===== src/rtl/brightness_pe_array.sv =====
// ============================================================================
// brightness_pe_array
// ----------------------------------------------------------------------------
// Brightness-adjust processing element. It accepts one operand set of four
// 8-bit unsigned pixels and four 16-bit signed offsets. It computes one lane
// per cycle as clamp(pixel + offset, 0, 255) and publishes all four results
// together on result_arr. It then writes the results to an output RAM, one
// word per cycle, starting at BASE_ADDR.
//
// The latency is fixed, counted from the edge that accepts tpu_valid (E0):
//   result_valid is high after E4.
//   wr_en is high after E5..E8.
//   done is high after E9, and the block is idle again at that point.
//
// All outputs are registered. Each one describes the cycle the FSM has just
// completed.
//
// Ports
//   clk          : single clock; all state changes on its rising edge
//   reset        : synchronous, active-low reset
//   tpu_valid    : one-cycle request; data_arr / wt_arr hold new operands
//   data_arr     : 4 x 8-bit unsigned pixels, lane i = [8i+7:8i]
//   wt_arr       : 4 x 16-bit signed offsets, lane i = [16i+15:16i]
//   result_arr   : 4 x 8-bit results, held until the next result_valid
//   result_valid : one-cycle pulse marking result_arr as fresh
//   wr_en        : output-RAM write strobe
//   wr_addr      : output-RAM word address (0 while wr_en is low)
//   wr_data      : output-RAM write data (0 while wr_en is low)
//   busy         : high while an operation is in flight
//   done         : one-cycle pulse at the end of the write-back
//   drop_err     : sticky flag, set by tpu_valid arriving while busy
// ============================================================================
module brightness_pe_array #(
    parameter logic [5:0] BASE_ADDR = 6'd16
) (
    input  logic        clk,
    input  logic        reset,
    input  logic        tpu_valid,
    input  logic [31:0] data_arr,
    input  logic [63:0] wt_arr,
    output logic [31:0] result_arr,
    output logic        result_valid,
    output logic        wr_en,
    output logic [5:0]  wr_addr,
    output logic [7:0]  wr_data,
    output logic        busy,
    output logic        done,
    output logic        drop_err
);

    typedef enum logic [1:0] {
        IDLE    = 2'd0,
        COMPUTE = 2'd1,
        WRITE   = 2'd2,
        DONE    = 2'd3
    } state_t;

    state_t      state;
    logic [1:0]  cnt;
    logic [31:0] data_q;
    logic [63:0] wt_q;
    logic [7:0]  lane_res [4];

    logic [7:0]  cur_pix;
    logic [15:0] cur_off;
    logic [7:0]  cur_res;

    // Adds in 18 bits so that the largest sum (255 + 32767) and the smallest
    // sum (0 - 32768) cannot overflow before the clamp is applied.
    function automatic logic [7:0] clamp_add(input logic [7:0] pix, input logic [15:0] off);
        logic signed [17:0] sum;
        sum = $signed({10'd0, pix}) + $signed({{2{off[15]}}, off});
        if (sum < 18'sd0)
            return 8'd0;
        else if (sum > 18'sd255)
            return 8'd255;
        else
            return sum[7:0];
    endfunction

    // The lane counter selects which captured operand pair feeds the single
    // shared adder/clamp datapath.
    always_comb begin
        cur_pix = data_q[{cnt, 3'b000} +: 8];
        cur_off = wt_q[{cnt, 4'b0000} +: 16];
        cur_res = clamp_add(cur_pix, cur_off);
    end

    // Main FSM. The pulse outputs default to 0 every cycle, and each state
    // re-asserts its own pulse. A request that arrives in any non-IDLE state
    // is dropped and recorded in drop_err.
    always_ff @(posedge clk) begin
        if (!reset) begin
            state        <= IDLE;
            cnt          <= 2'd0;
            data_q       <= 32'd0;
            wt_q         <= 64'd0;
            lane_res[0]  <= 8'd0;
            lane_res[1]  <= 8'd0;
            lane_res[2]  <= 8'd0;
            lane_res[3]  <= 8'd0;
            result_arr   <= 32'd0;
            result_valid <= 1'b0;
            wr_en        <= 1'b0;
            wr_addr      <= 6'd0;
            wr_data      <= 8'd0;
            busy         <= 1'b0;
            done         <= 1'b0;
            drop_err     <= 1'b0;
        end else begin
            result_valid <= 1'b0;
            wr_en        <= 1'b0;
            wr_addr      <= 6'd0;
            wr_data      <= 8'd0;
            done         <= 1'b0;

            case (state)
                IDLE: begin
                    if (tpu_valid) begin
                        data_q <= data_arr;
                        wt_q   <= wt_arr;
                        cnt    <= 2'd0;
                        busy   <= 1'b1;
                        state  <= COMPUTE;
                    end
                end

                COMPUTE: begin
                    if (tpu_valid)
                        drop_err <= 1'b1;
                    lane_res[cnt] <= cur_res;
                    cnt           <= cnt + 2'd1;
                    // Lane 3 is still being registered on this edge, so
                    // result_arr takes it directly from the datapath.
                    if (cnt == 2'd3) begin
                        result_arr   <= {cur_res, lane_res[2], lane_res[1], lane_res[0]};
                        result_valid <= 1'b1;
                        state        <= WRITE;
                    end
                end

                WRITE: begin
                    if (tpu_valid)
                        drop_err <= 1'b1;
                    wr_en   <= 1'b1;
                    // The 6-bit add wraps modulo 64 by construction.
                    wr_addr <= BASE_ADDR + {4'd0, cnt};
                    wr_data <= lane_res[cnt];
                    cnt     <= cnt + 2'd1;
                    if (cnt == 2'd3)
                        state <= DONE;
                end

                DONE: begin
                    if (tpu_valid)
                        drop_err <= 1'b1;
                    done  <= 1'b1;
                    busy  <= 1'b0;
                    state <= IDLE;
                end

                default: begin
                    state <= IDLE;
                    busy  <= 1'b0;
                end
            endcase
        end
    end

endmodule


===== config.mk =====
export PLATFORM = sky130hd
export DESIGN_NAME = brightness_pe_array
export DESIGN_NICKNAME = d
export VERILOG_FILES = /design/src/rtl/brightness_pe_array.sv
export SDC_FILE = /design/constraint.sdc
export NUM_CORES = 1
export LEC_CHECK = 0
export BUFFER_PORTS_ARGS = -buffer_cell sky130_fd_sc_hd__buf_4
export CORE_MARGIN = 2
export CORE_UTILIZATION = 60
export DETAILED_ROUTE_END_ITERATION = 16
export GPL_TIMING_DRIVEN = 0
export PLACE_DENSITY = 0.86
export RECOVER_POWER = 100
export SKIP_CTS_REPAIR_TIMING = 1
export SLEW_MARGIN = 20
export SYNTH_ARGS = -nofsm -noshare
export SYNTH_HDL_FRONTEND = slang
export SYNTH_SLANG_ARGS = --single-unit

===== constraint.sdc =====
create_clock -name clk -period 8 [get_ports clk]
set_clock_uncertainty 0.15 [all_clocks]
set_input_delay 0.8 -clock clk [delete_from_list [all_inputs] [get_ports clk]]
set_output_delay 0.8 -clock clk [all_outputs]
set_load 0.01 [all_outputs]

==> summary.md, run 1 <==
| Metric | Value |
|---|---|
| IO Port Bufs | 145 |
| FF-to-FF End | lane_res[3][5]$_DFFE_PP_ |
| Flop-to-flop setup slack | 1.59 ns |
| Startpoint Class | flip-flop |
| Core Area | 12700 µm² |
| Worst r2r src | cnt[1]$_SDFFE_PN0P_ |
| Synth area leader | dfxtp_1 |
| Mapped Avg Cell Area | just over 9 µm² |
| Dpl hpwl | 15100 µm |
| DRT Wirelength | between 20000 and 25000 µm |
| Pin count of the biggest net entering global routing | 17 |
| CTS root buf | clkbuf_16 |
| Worst hold margin | around 0.31 ns |
| CP Class | reg -> reg |
| Startpoint of the worst hold path | result_arr[17]$_SDFFE_PN0P_ |
| Diodes inserted | 0 |
| CTS tree | yes |
| Final Instance Area | ~9500 µm² |
| Final critical-path required period | 6.41 ns |
| RSZ-0062 raised after global routing | no |
| Final WS setup | 1.59 ns |
| Rows | 41 |
| Leakage | 3.67 nW |
| Via Count | 6960 |
| Critical Path Start | cnt[1]$_SDFFE_PN0P_ |
| Multi-input logic area | 3530 µm² |
| Final core occ | 0.751 |
| Filler cells | 949 |
| DR WL/cell | 17.6 µm |
| Slew margin rel. | 0.160 |
| Commonest non-fill, non-tap cell in the layout | nand2_1 |
| Area grow syn2layout | 22.1% |
| Fmax | 156 MHz |
| Cell Area, Synth | roughly 7800 µm² |
| Hold Fails Final Rpt | 0 |
| Routability cong. | 0.879 |
| Max Slew Vio Count | 0 |
| First-pass GRT wire length | 33400 µm |
| Clock Latency Late Sink | 0.44 ns |
| Gate Count Post-Synth | 857 |
| Critical path endpoint category | flip-flop |
| Initial DRC Count | 547 |
| DIE WIDTH | 118 µm |
| Cell variety after synth | 55 |
| Yosys top cell area share | 0.380 |
| MaxCap Viol Count | 0 |
| CP Data Arrival Time | between 6 and 7 ns |
| Sink Count | 180 |
| Share of cells above drive strength 1 | 0.163 |
| Initial Util | 0.615 |
| First drt pass iteration count | 5 |
| Crit path capture | lane_res[3][5]$_DFFE_PP_ |
| Setup TNS | 0 ns |
| Drc violations | 0 |
| Post-synth ARST share | 0 |
| Critical Path RT | 8.01 ns |
| Prevailing post-synth register cell | dfxtp_1 |
| Synth Register Bits | 180 |
| Tot GR Track Use | 0.309 |
| Dpl ws | 2.82 ns |
| DIE HEIGHT | 118 µm |
| H-tree levels | 4 |
| Grt total ovfl | 0 |
| Via/cell ratio | slightly below 6 |
| Register Area | 3920 µm² |
| Actual slew at the worst max-slew pin | about 1.2 ns |
| I/O Pins | 150 |
| Initial antenna violation count | 0 |
| Post-synthesis sequential area ratio | 0.504 |
| Crit-path max FO | 10 |
| Max VDD drop | around 0.18 mV |
| Inserted Clock Buffers | 17 |
| Most frequent cells in the layout | nand2_1, a21oi_1, dfxtp_1 |
| Vias in the first global route | 6670 |
| Fin crit share | 0.802 |
| Routed Antenna Nets | 0 |
| Top cells by area, synth | dfxtp_1, nand2_1, edfxtp_1, a21oi_1, mux4_2 |
| Status | completed |
| PD cells | 315 nW/µm² |
| Ys Warns | 0 |
| Die area | 13900 µm² |
| Hold/Removal Path Class | reg -> reg |
| CTS Buffer Depth | 2 |
| Clock-pin transition on the worst setup and hold timing paths | 0.07 ns |
| Final net count | 1136 |
| FF-to-FF path depth | 13 |
| DP Area | 9100 µm² |
| Final setup viols | 0 |
| Post-synth EDFFs | 32 |
## critical path, stage by stage (launching register included)
cell	delay, ns
dfxtp_1	0.43
clkbuf_1	0.70
clkbuf_1	0.66
clkbuf_1	0.61
mux4_2	0.43
ha_1	0.35
a21oi_1	0.25
o21ai_0	0.17
a21oi_1	0.50
o21ai_0	0.18
a211o_1	0.37
o31ai_1	0.74
clkbuf_1	0.45
a21oi_1	0.13
## worst min path at each step
stage	endpoint	slack (ns)	cells past startpoint
final	result_arr[17]$_SDFFE_PN0P_	0.31	2
after floorplan	wt_q[43]$_SDFFE_PN0P_	0.28	2
after global routing	wt_q[5]$_SDFFE_PN0P_	0.32	2
after detailed placement	data_q[28]$_SDFFE_PN0P_	0.30	2
after CTS	data_q[31]$_SDFFE_PN0P_	0.30	2
after global placement	wt_q[51]$_SDFFE_PN0P_	0.29	2
## cell type report
cell class,count,share of cell area
inverters,13,0.00513
flip-flops and latches,180,0.412
plain buffers,62,0.0274
well taps,172,0.0226
multi-input cells,604,0.371
clock buffers,24,0.0506
clock inverters,8,0.0155
repair buffers,145,0.0955
## where the power goes
group	switching, W	leakage [nW]	internal (W)
registers	0.0000736	1.54	0.00107
clock network	0.000338	0.308	0.000548
logic	0.000625	1.82	0.000346
## synth_stat cells (all sizes together), types with 2 or more instances
| library cell | count |
|---|---|
| o211ai | 2 |
| o21ai | 8 |
| nor3 | 5 |
| o31ai | 3 |
| nor2 | 23 |
| nor3b | 2 |
| clkbuf | 40 |
| nand4 | 2 |
| and3 | 9 |
| xor2 | 2 |
| ha | 13 |
| nand2b | 2 |
| a21oi | 172 |
| nor4 | 3 |
| xnor2 | 2 |
| nand3 | 6 |
| nand2 | 270 |
| mux4 | 32 |
| edfxtp | 32 |
| inv | 13 |
| and2 | 15 |
| or2 | 2 |
| a21boi | 2 |
| a21o | 2 |
| buf | 22 |
| o32ai | 6 |
| dfxtp | 148 |
| nor2b | 2 |
## layer usage
layer	vias to the layer above	wire length [µm]	GRT usage
met5	-	0	0
met4	0	713	0.135
met3	55	1860	0.0659
met2	381	10500	0.527
met1	3237	8200	0.377
li1	3287	-	-
## per-stage QoR
step	std cells	power, W
6_report	1208	0.00300
4_1_cts	1208	0.00300
5_1_grt	1208	0.00313
3_3_place_gp	1176	0.00209
3_5_place_dp	1176	0.00212
2_1_floorplan	859	0.00183
## cell families (layout without fill, tap and decap cells)
group / after synthesis / count (layout) / share of synthesized area
XOR/XNOR: 4 / 4 / 0.00450
AO/OA/AOI/OAI: 206 / 206 / 0.147
AND/OR/NAND/NOR: 344 / 344 / 0.184
buffers and inverters: 75 / 252 / 0.0422
adder cells (fa/ha/maj): 14 / 14 / 0.0234
flip-flops: 180 / 180 / 0.504
other: 1 / 3 / 0.000481
multiplexers: 33 / 33 / 0.0947
## flip-flops by register name, summed over array words and instances, names as in the netlist
name,cells
lane_res,32
result_valid,1
drop_err,1
wt_q,64
data_q,32
cnt,2
wr_en,1
result_arr,32
state,2
wr_addr,3
wr_data,8
busy,1
done,1
Power figures use the tool's default switching activity.
==> run 2, diff against run 1 <==
--- a/config.mk
+++ b/config.mk
@@ -7,10 +7,10 @@
 export LEC_CHECK = 0
 export BUFFER_PORTS_ARGS = -buffer_cell sky130_fd_sc_hd__buf_4
 export CORE_MARGIN = 2
-export CORE_UTILIZATION = 60
+export CORE_UTILIZATION = 50
 export DETAILED_ROUTE_END_ITERATION = 16
 export GPL_TIMING_DRIVEN = 0
-export PLACE_DENSITY = 0.86
+export PLACE_DENSITY = 0.76
 export RECOVER_POWER = 100
 export SKIP_CTS_REPAIR_TIMING = 1
 export SLEW_MARGIN = 20
==> constraint.sdc (replaced) <==
create_clock -name clk -period 5.27 [get_ports clk]
set_clock_uncertainty 0.15 [all_clocks]
set_input_delay 0.527 -clock clk [delete_from_list [all_inputs] [get_ports clk]]
set_output_delay 0.527 -clock clk [all_outputs]
set_load 0.01 [all_outputs]
==> summary.md, run 2 (same netlist as run 1, synthesis figures left out) <==
| Metric | Value |
|---|---|
| IO Port Bufs | around 150 |
| Critical path endpoint category | flip-flop |
| I/O Pins | 150 |
| Status | finished with violations |
| Startpoint Class | flip-flop |
| MaxCap Viol Count | 1 |
| RSZ-0062 raised after global routing | no |
| DRT Wirelength | about 21000 µm |
| Die area | between 15000 and 20000 µm² |
| Net Switching | 0.00155 W |
| Actual slew at the worst max-slew pin | 1.53 ns |
| Inserted Clock Buffers | 17 |
| Crit-path max FO | 10 |
| Dpl hpwl | ~16000 µm |
| Leakage | 3.66 nW |
| Initial Util | 0.513 |
| Setup TNS | 0 ns |
| Fmax | approximately 200 MHz |
| CTS Buffer Depth | 2 |
| Slew margin rel. | -0.0310 |
| Max FFs per register | 64 |
| Sink Count | 180 |
| Core Area | ~15000 µm² |
| Pint | approximately 0.0029 W |
| CTS root buf | clkbuf_16 |
| Failing checks | capacitance limit, slew limit |
| Largest Register | wt_q |
| Via Count | 6767 |
| Clock-pin transition on the worst setup and hold timing paths | 0.06 ns |
| PD cells | 469 nW/µm² |
| Vias in the first global route | 6400 |
| Hold Fails Final Rpt | 0 |
| Pin count of the biggest net entering global routing | 17 |
| CP Class | reg -> reg |
| Commonest non-fill, non-tap cell in the layout | nand2_1 |
| Comb power frac | 0.332 |
| Max VDD drop | 0.279 mV |
| Rows | 45 |
| Routability cong. | 0.919 |
| Final core occ | 0.625 |
| Sw Share | 0.349 |
| Drc violations | 0 |
| Final net count | 1135 |
| Max Slew Vio Count | 9 |
| First-pass GRT wire length | roughly 32000 µm |
| Clock power frac | 0.280 |
| First drt pass iteration count | 5 |
| Initial antenna violation count | 0 |
| DIE HEIGHT | 129 µm |
| Hold/Removal Path Class | in -> reg |
| CTS tree | yes |
| Tot GR Track Use | 0.259 |
| Grt total ovfl | 0 |
| Critical Path RT | 5.27 ns |
| Fin crit share | 0.952 |
| Final setup viols | 0 |
| Diodes inserted | 0 |
| Routed Antenna Nets | 0 |
| Sequential share of power | 0.388 |
| Clock Latency Late Sink | about 0.44 ns |
| Initial DRC Count | 470 |
| Via/cell ratio | 5.54 |
| DIE WIDTH | around 130 µm |
| Area grow syn2layout | 22.0% |
| Share of cells above drive strength 1 | 0.167 |
| CP Data Arrival Time | 5.02 ns |
| DR WL/cell | 17.1 µm |
| Final critical-path required period | 5.02 ns |
| H-tree levels | 4 |
| Most frequent cells in the layout | nand2_1, a21oi_1, dfxtp_1 |
[run 2: changes by cell type in the layout (fill, tap and decap cells not counted), moves of 2 or more]
cell / change
and2_0: -2
clkbuf_1: -7
and2_1: +2
clkbuf_2: +2
buf_6: +2
clkbuf_8: -3
[run 2: final timing paths]
| check | cells past startpoint | to | from | slack (ns) |
|---|---|---|---|---|
| worst max-delay path | 12 | lane_res[1][2]$_SDFFCE_PN0P_ | cnt[0]$_SDFFE_PN0P_ | 0.25 |
| worst max register to register | 12 | lane_res[1][2]$_SDFFCE_PN0P_ | cnt[0]$_SDFFE_PN0P_ | 0.25 |
| worst min register to register | 2 | result_arr[17]$_SDFFE_PN0P_ | result_arr[17]$_SDFFE_PN0P_ | 0.30 |
| worst min-delay path | 3 | wt_q[59]$_SDFFE_PN0P_ | wt_arr[59] | 0.18 |
[run 2: power groups by stage]
stage | clock [W] | sequential (W) | combinational [W]
after floorplan | 0 | 0.00172 | 0.00105
after global placement | 0 | 0.00175 | 0.00144
after detailed placement | 0 | 0.00175 | 0.00147
after CTS | 0.00126 | 0.00172 | 0.00148
after global routing | 0.00132 | 0.00175 | 0.00162
final | 0.00125 | 0.00173 | 0.00148
[run 2: layout make-up]
class	instances	area (µm²)
inverter	13	48.8
fill	1352	5700
tap	188	235
timing repair buffer	145	908
sequential	180	3920
clock inverter	9	131
clock buffer	21	440
buffer	61	275
multi-input combinational	604	3540
[run 2: per-stage QoR]
stage               power (W)  setup WS, ns  std cells  hold WS (ns)  area, µm²
finish                0.00446         0.252       1221         0.182       9510
global route          0.00468        0.0467       1221         0.179       9510
CTS                   0.00446      -0.00997       1222         0.174       9690
detailed placement    0.00322        0.0197       1192         0.295       9120
global placement      0.00319         0.113       1192         0.288       9120
floorplan             0.00277         0.952        859         0.282       7800
[run 2: critical path: stages (launching register included)]
cell	delay, ns
dfxtp_1	0.44
buf_2	0.37
clkbuf_1	0.59
mux4_2	0.62
ha_1	0.36
a21oi_1	0.23
o21ai_0	0.17
a21oi_1	0.51
o21ai_0	0.21
a211o_1	0.41
o31ai_4	0.38
buf_6	0.22
a21oi_1	0.09
[run 2: routing by layer]
layer / up-vias / wire (µm) / share of wire / global-route usage
li1: 3275 / - / - / -
met1: 3145 / 8560 / 0.41 / 0.324
met2: 296 / 10200 / 0.49 / 0.437
met3: 51 / 1450 / 0.069 / 0.0516
met4: 0 / 711 / 0.034 / 0.116
met5: - / 0 / 0 / 0
==> run 3, diff against run 2 <==
--- a/config.mk
+++ b/config.mk
@@ -5,13 +5,12 @@
 export SDC_FILE = /design/constraint.sdc
 export NUM_CORES = 1
 export LEC_CHECK = 0
+export ABC_AREA = 1
 export BUFFER_PORTS_ARGS = -buffer_cell sky130_fd_sc_hd__buf_4
 export CORE_MARGIN = 2
 export CORE_UTILIZATION = 50
 export DETAILED_ROUTE_END_ITERATION = 16
-export GPL_TIMING_DRIVEN = 0
 export PLACE_DENSITY = 0.76
-export RECOVER_POWER = 100
 export SKIP_CTS_REPAIR_TIMING = 1
 export SLEW_MARGIN = 20
 export SYNTH_ARGS = -nofsm -noshare
==> summary.md, run 3 <==
| Metric | Value |
|---|---|
| Flop-to-flop setup slack | between 1 and 1.5 ns |
| Synth area leader | dfxtp_1 |
| Post-synth EDFFs | 32 |
| Crit-path max FO | 63 |
| Initial Util | 0.512 |
| Dpl hpwl | roughly 13000 µm |
| Max VDD drop | 0.315 mV |
| Grt total ovfl | 0 |
| IO Port Bufs | 146 |
| Largest Register | wt_q |
| First-pass GRT wire length | 30800 µm |
| DIE WIDTH | 129 µm |
| Pin count of the biggest net entering global routing | 139 |
| Slowest stage delay, CP | a little over 0.8 ns |
| DR WL/cell | 14.1 µm |
| Worst hold margin | 0.190 ns |
| CP Class | reg -> reg |
| Via Count | 7091 |
| Critical path endpoint category | flip-flop |
| Final setup viols | 0 |
| Post-synth ARST share | 0 |
| Prevailing post-synth register cell | dfxtp_1 |
| Synth Area in XOR/XNOR | 0.00785 |
| Multi-input logic area | 3420 µm² |
| Synth Register Bits | 180 |
| CP dominant cell by count | nand2_1 |
| Largest family of logic cells by synthesized area | simple AND/OR/NAND/NOR gates |
| Most frequent cells in the layout | nor2_1, o21ai_0, buf_4 |
| Final WS setup | between 1 and 1.5 ns |
| Sink Count | 180 |
| Max Slew Vio Count | 0 |
| Inserted Clock Buffers | 17 |
| Actual slew at the worst max-slew pin | between 1 and 1.5 ns |
| Die area | around 17000 µm² |
| Rows | 45 |
| Ys Warns | 0 |
| Vias in the first global route | approximately 6400 |
| Clock-pin transition on the worst setup and hold timing paths | 0.07 ns |
| I/O Pins | 150 |
| Share of cells above drive strength 1 | 0.180 |
| Synth Area in Compound Gates | 0.169 |
| Most used standard cell by instance count after synthesis | nor2_1 |
| Synth Area in Simple Gates | 0.235 |
| Mapped Avg Cell Area | between 7 and 8 µm² |
| Status | completed |
| Multiplexer area fraction after synthesis | 0 |
| Initial DRC Count | 457 |
| Filler cells | about 1300 |
| Cell variety after synth | 32 |
| Setup TNS | 0 ns |
| DIE HEIGHT | 129 µm |
| Routed Antenna Nets | 0 |
| Leakage | between 4 and 5 nW |
| Diodes inserted | 0 |
| Cell Area, Synth | just under 8000 µm² |
| Fin crit share | 0.802 |
| Cells after DPL | between 1000 and 1500 |
| Max FFs per register | 64 |
| Dpl ws | around 1.1 ns |
| Routability cong. | 0.867 |
| DRT Wirelength | 19200 µm |
| Hold/Removal Path Class | in -> reg |
| Commonest non-fill, non-tap cell in the layout | nor2_1 |
| Top cells by area, synth | dfxtp_1, nor2_1, edfxtp_1, o21ai_0, nand2_1 |
| MaxCap Viol Count | 0 |
| Final Non-Filler Cells | 1361 |
| H-tree levels | 4 |
| Register Area | 3930 µm² |
| CTS root buf | clkbuf_16 |
| Tot GR Track Use | 0.235 |
| Drc violations | 0 |
| Synth cell count leaders | nor2_1, o21ai_0, dfxtp_1, nand2_1, a21oi_1 |
| Fmax | 237 MHz |
| Final critical-path required period | 4.22 ns |
| Area grow syn2layout | 22.5% |
| CTS Buffer Depth | 2 |
| Hold Fails Final Rpt | 0 |
| Via/cell ratio | ~5.2 |
| CTS tree | yes |
| Final Instance Area | 9570 µm² |
| RSZ-0062 raised after global routing | no |
| Slew margin rel. | 0.312 |
| Startpoint Class | flip-flop |
| Final net count | 1250 |
| DP Area | 8950 µm² |
| CP Data Arrival Time | approximately 4.3 ns |
| Post-synthesis sequential area ratio | 0.502 |
| PD cells | between 500 and 600 nW/µm² |
| Critical Path RT | about 5.3 ns |
| First drt pass iteration count | 5 |
| CP max stage cell | inv_2 |
| Adder-Cell Fraction of Synth Area | 0.0234 |
| Gate Count Post-Synth | 1031 |
| Core Area | 15300 µm² |
| Clock Latency Late Sink | 0.44 ns |
| Initial antenna violation count | 0 |
| Yosys top cell area share | 0.379 |
| Critical-path cell list | inv_2 > o21ai_0 > o22ai_1 > ha_1 > inv_1 > fa_1 > nand3b_1 > nand2_1 > nand2_1 > nand2_1 > nand2_1 > nand2_1 > nand2_1 > inv_1 > nand3_1 > nor2_4 > nand4_1 > nand2_2 > nor2_1 |
## run 3: cell count changes in the layout (fill, tap and decap cells not counted), moves of 30 or more
cell	delta
inv_1	+40
mux4_2	-30
nor2_1	+258
buf_4	+51
clkbuf_1	-99
o21ai_0	+168
a21oi_1	-109
nand2_1	-159
## run 3: cells by family after synthesis
kind of cell    Yosys count
compound gates          255
xor+xnor                  7
flops                   180
simple gates            452
fa+ha+maj                14
other cells               1
buf+inv                 122
## run 3: layout make-up
cell class	instances	share of cell area
Clock inverter	15	0.0200
Multi-Input combinational cell	731	0.357
Sequential cell	180	0.410
Timing Repair Buffer	151	0.119
Clock buffer	17	0.0445
Inverter	56	0.0220
Tap cell	211	0.0276
## run 3: power by group
part | switching [W] | internal (W)
Combinational | 0.00110 | 0.000574
Sequential | 0.000157 | 0.00169
Clock | 0.000564 | 0.000760
## run 3: final timing paths
path	startpoint	end	cells past startpoint
worst min-delay path	data_arr[12]	data_q[12]$_SDFFE_PN0P_	3
worst max register to register	cnt[0]$_SDFFE_PN0P_	lane_res[2][0]$_SDFFCE_PN0P_	19
worst min register to register	wt_q[14]$_SDFFE_PN0P_	wt_q[14]$_SDFFE_PN0P_	2
worst max-delay path	cnt[0]$_SDFFE_PN0P_	lane_res[2][0]$_SDFFCE_PN0P_	19
## run 3: worst max-delay path: cells and delay by family (launching register included)
family / cells / cell delay (ns)
flip-flops: 1 / 0.52
adder cells (fa/ha/maj): 2 / 0.58
AO/OA/AOI/OAI: 2 / 0.37
AND/OR/NAND/NOR: 12 / 1.39
buffers and inverters: 3 / 0.92
## run 3: layer usage
metal  global-route usage  wire [µm]  up-vias
li1                     -          -     3590
met5                    0          0        -
met1                0.314       8750     3221
met2                0.383       8950      254
met3               0.0536       1140       26
met4               0.0703        318        0
## run 3: metrics by stage
stage          total power (W)   util
2_1_floorplan          0.00309      -
3_3_place_gp           0.00349  0.586
3_5_place_dp           0.00353  0.586
4_1_cts                0.00485  0.627
5_1_grt                0.00518  0.627
6_report               0.00485  0.627
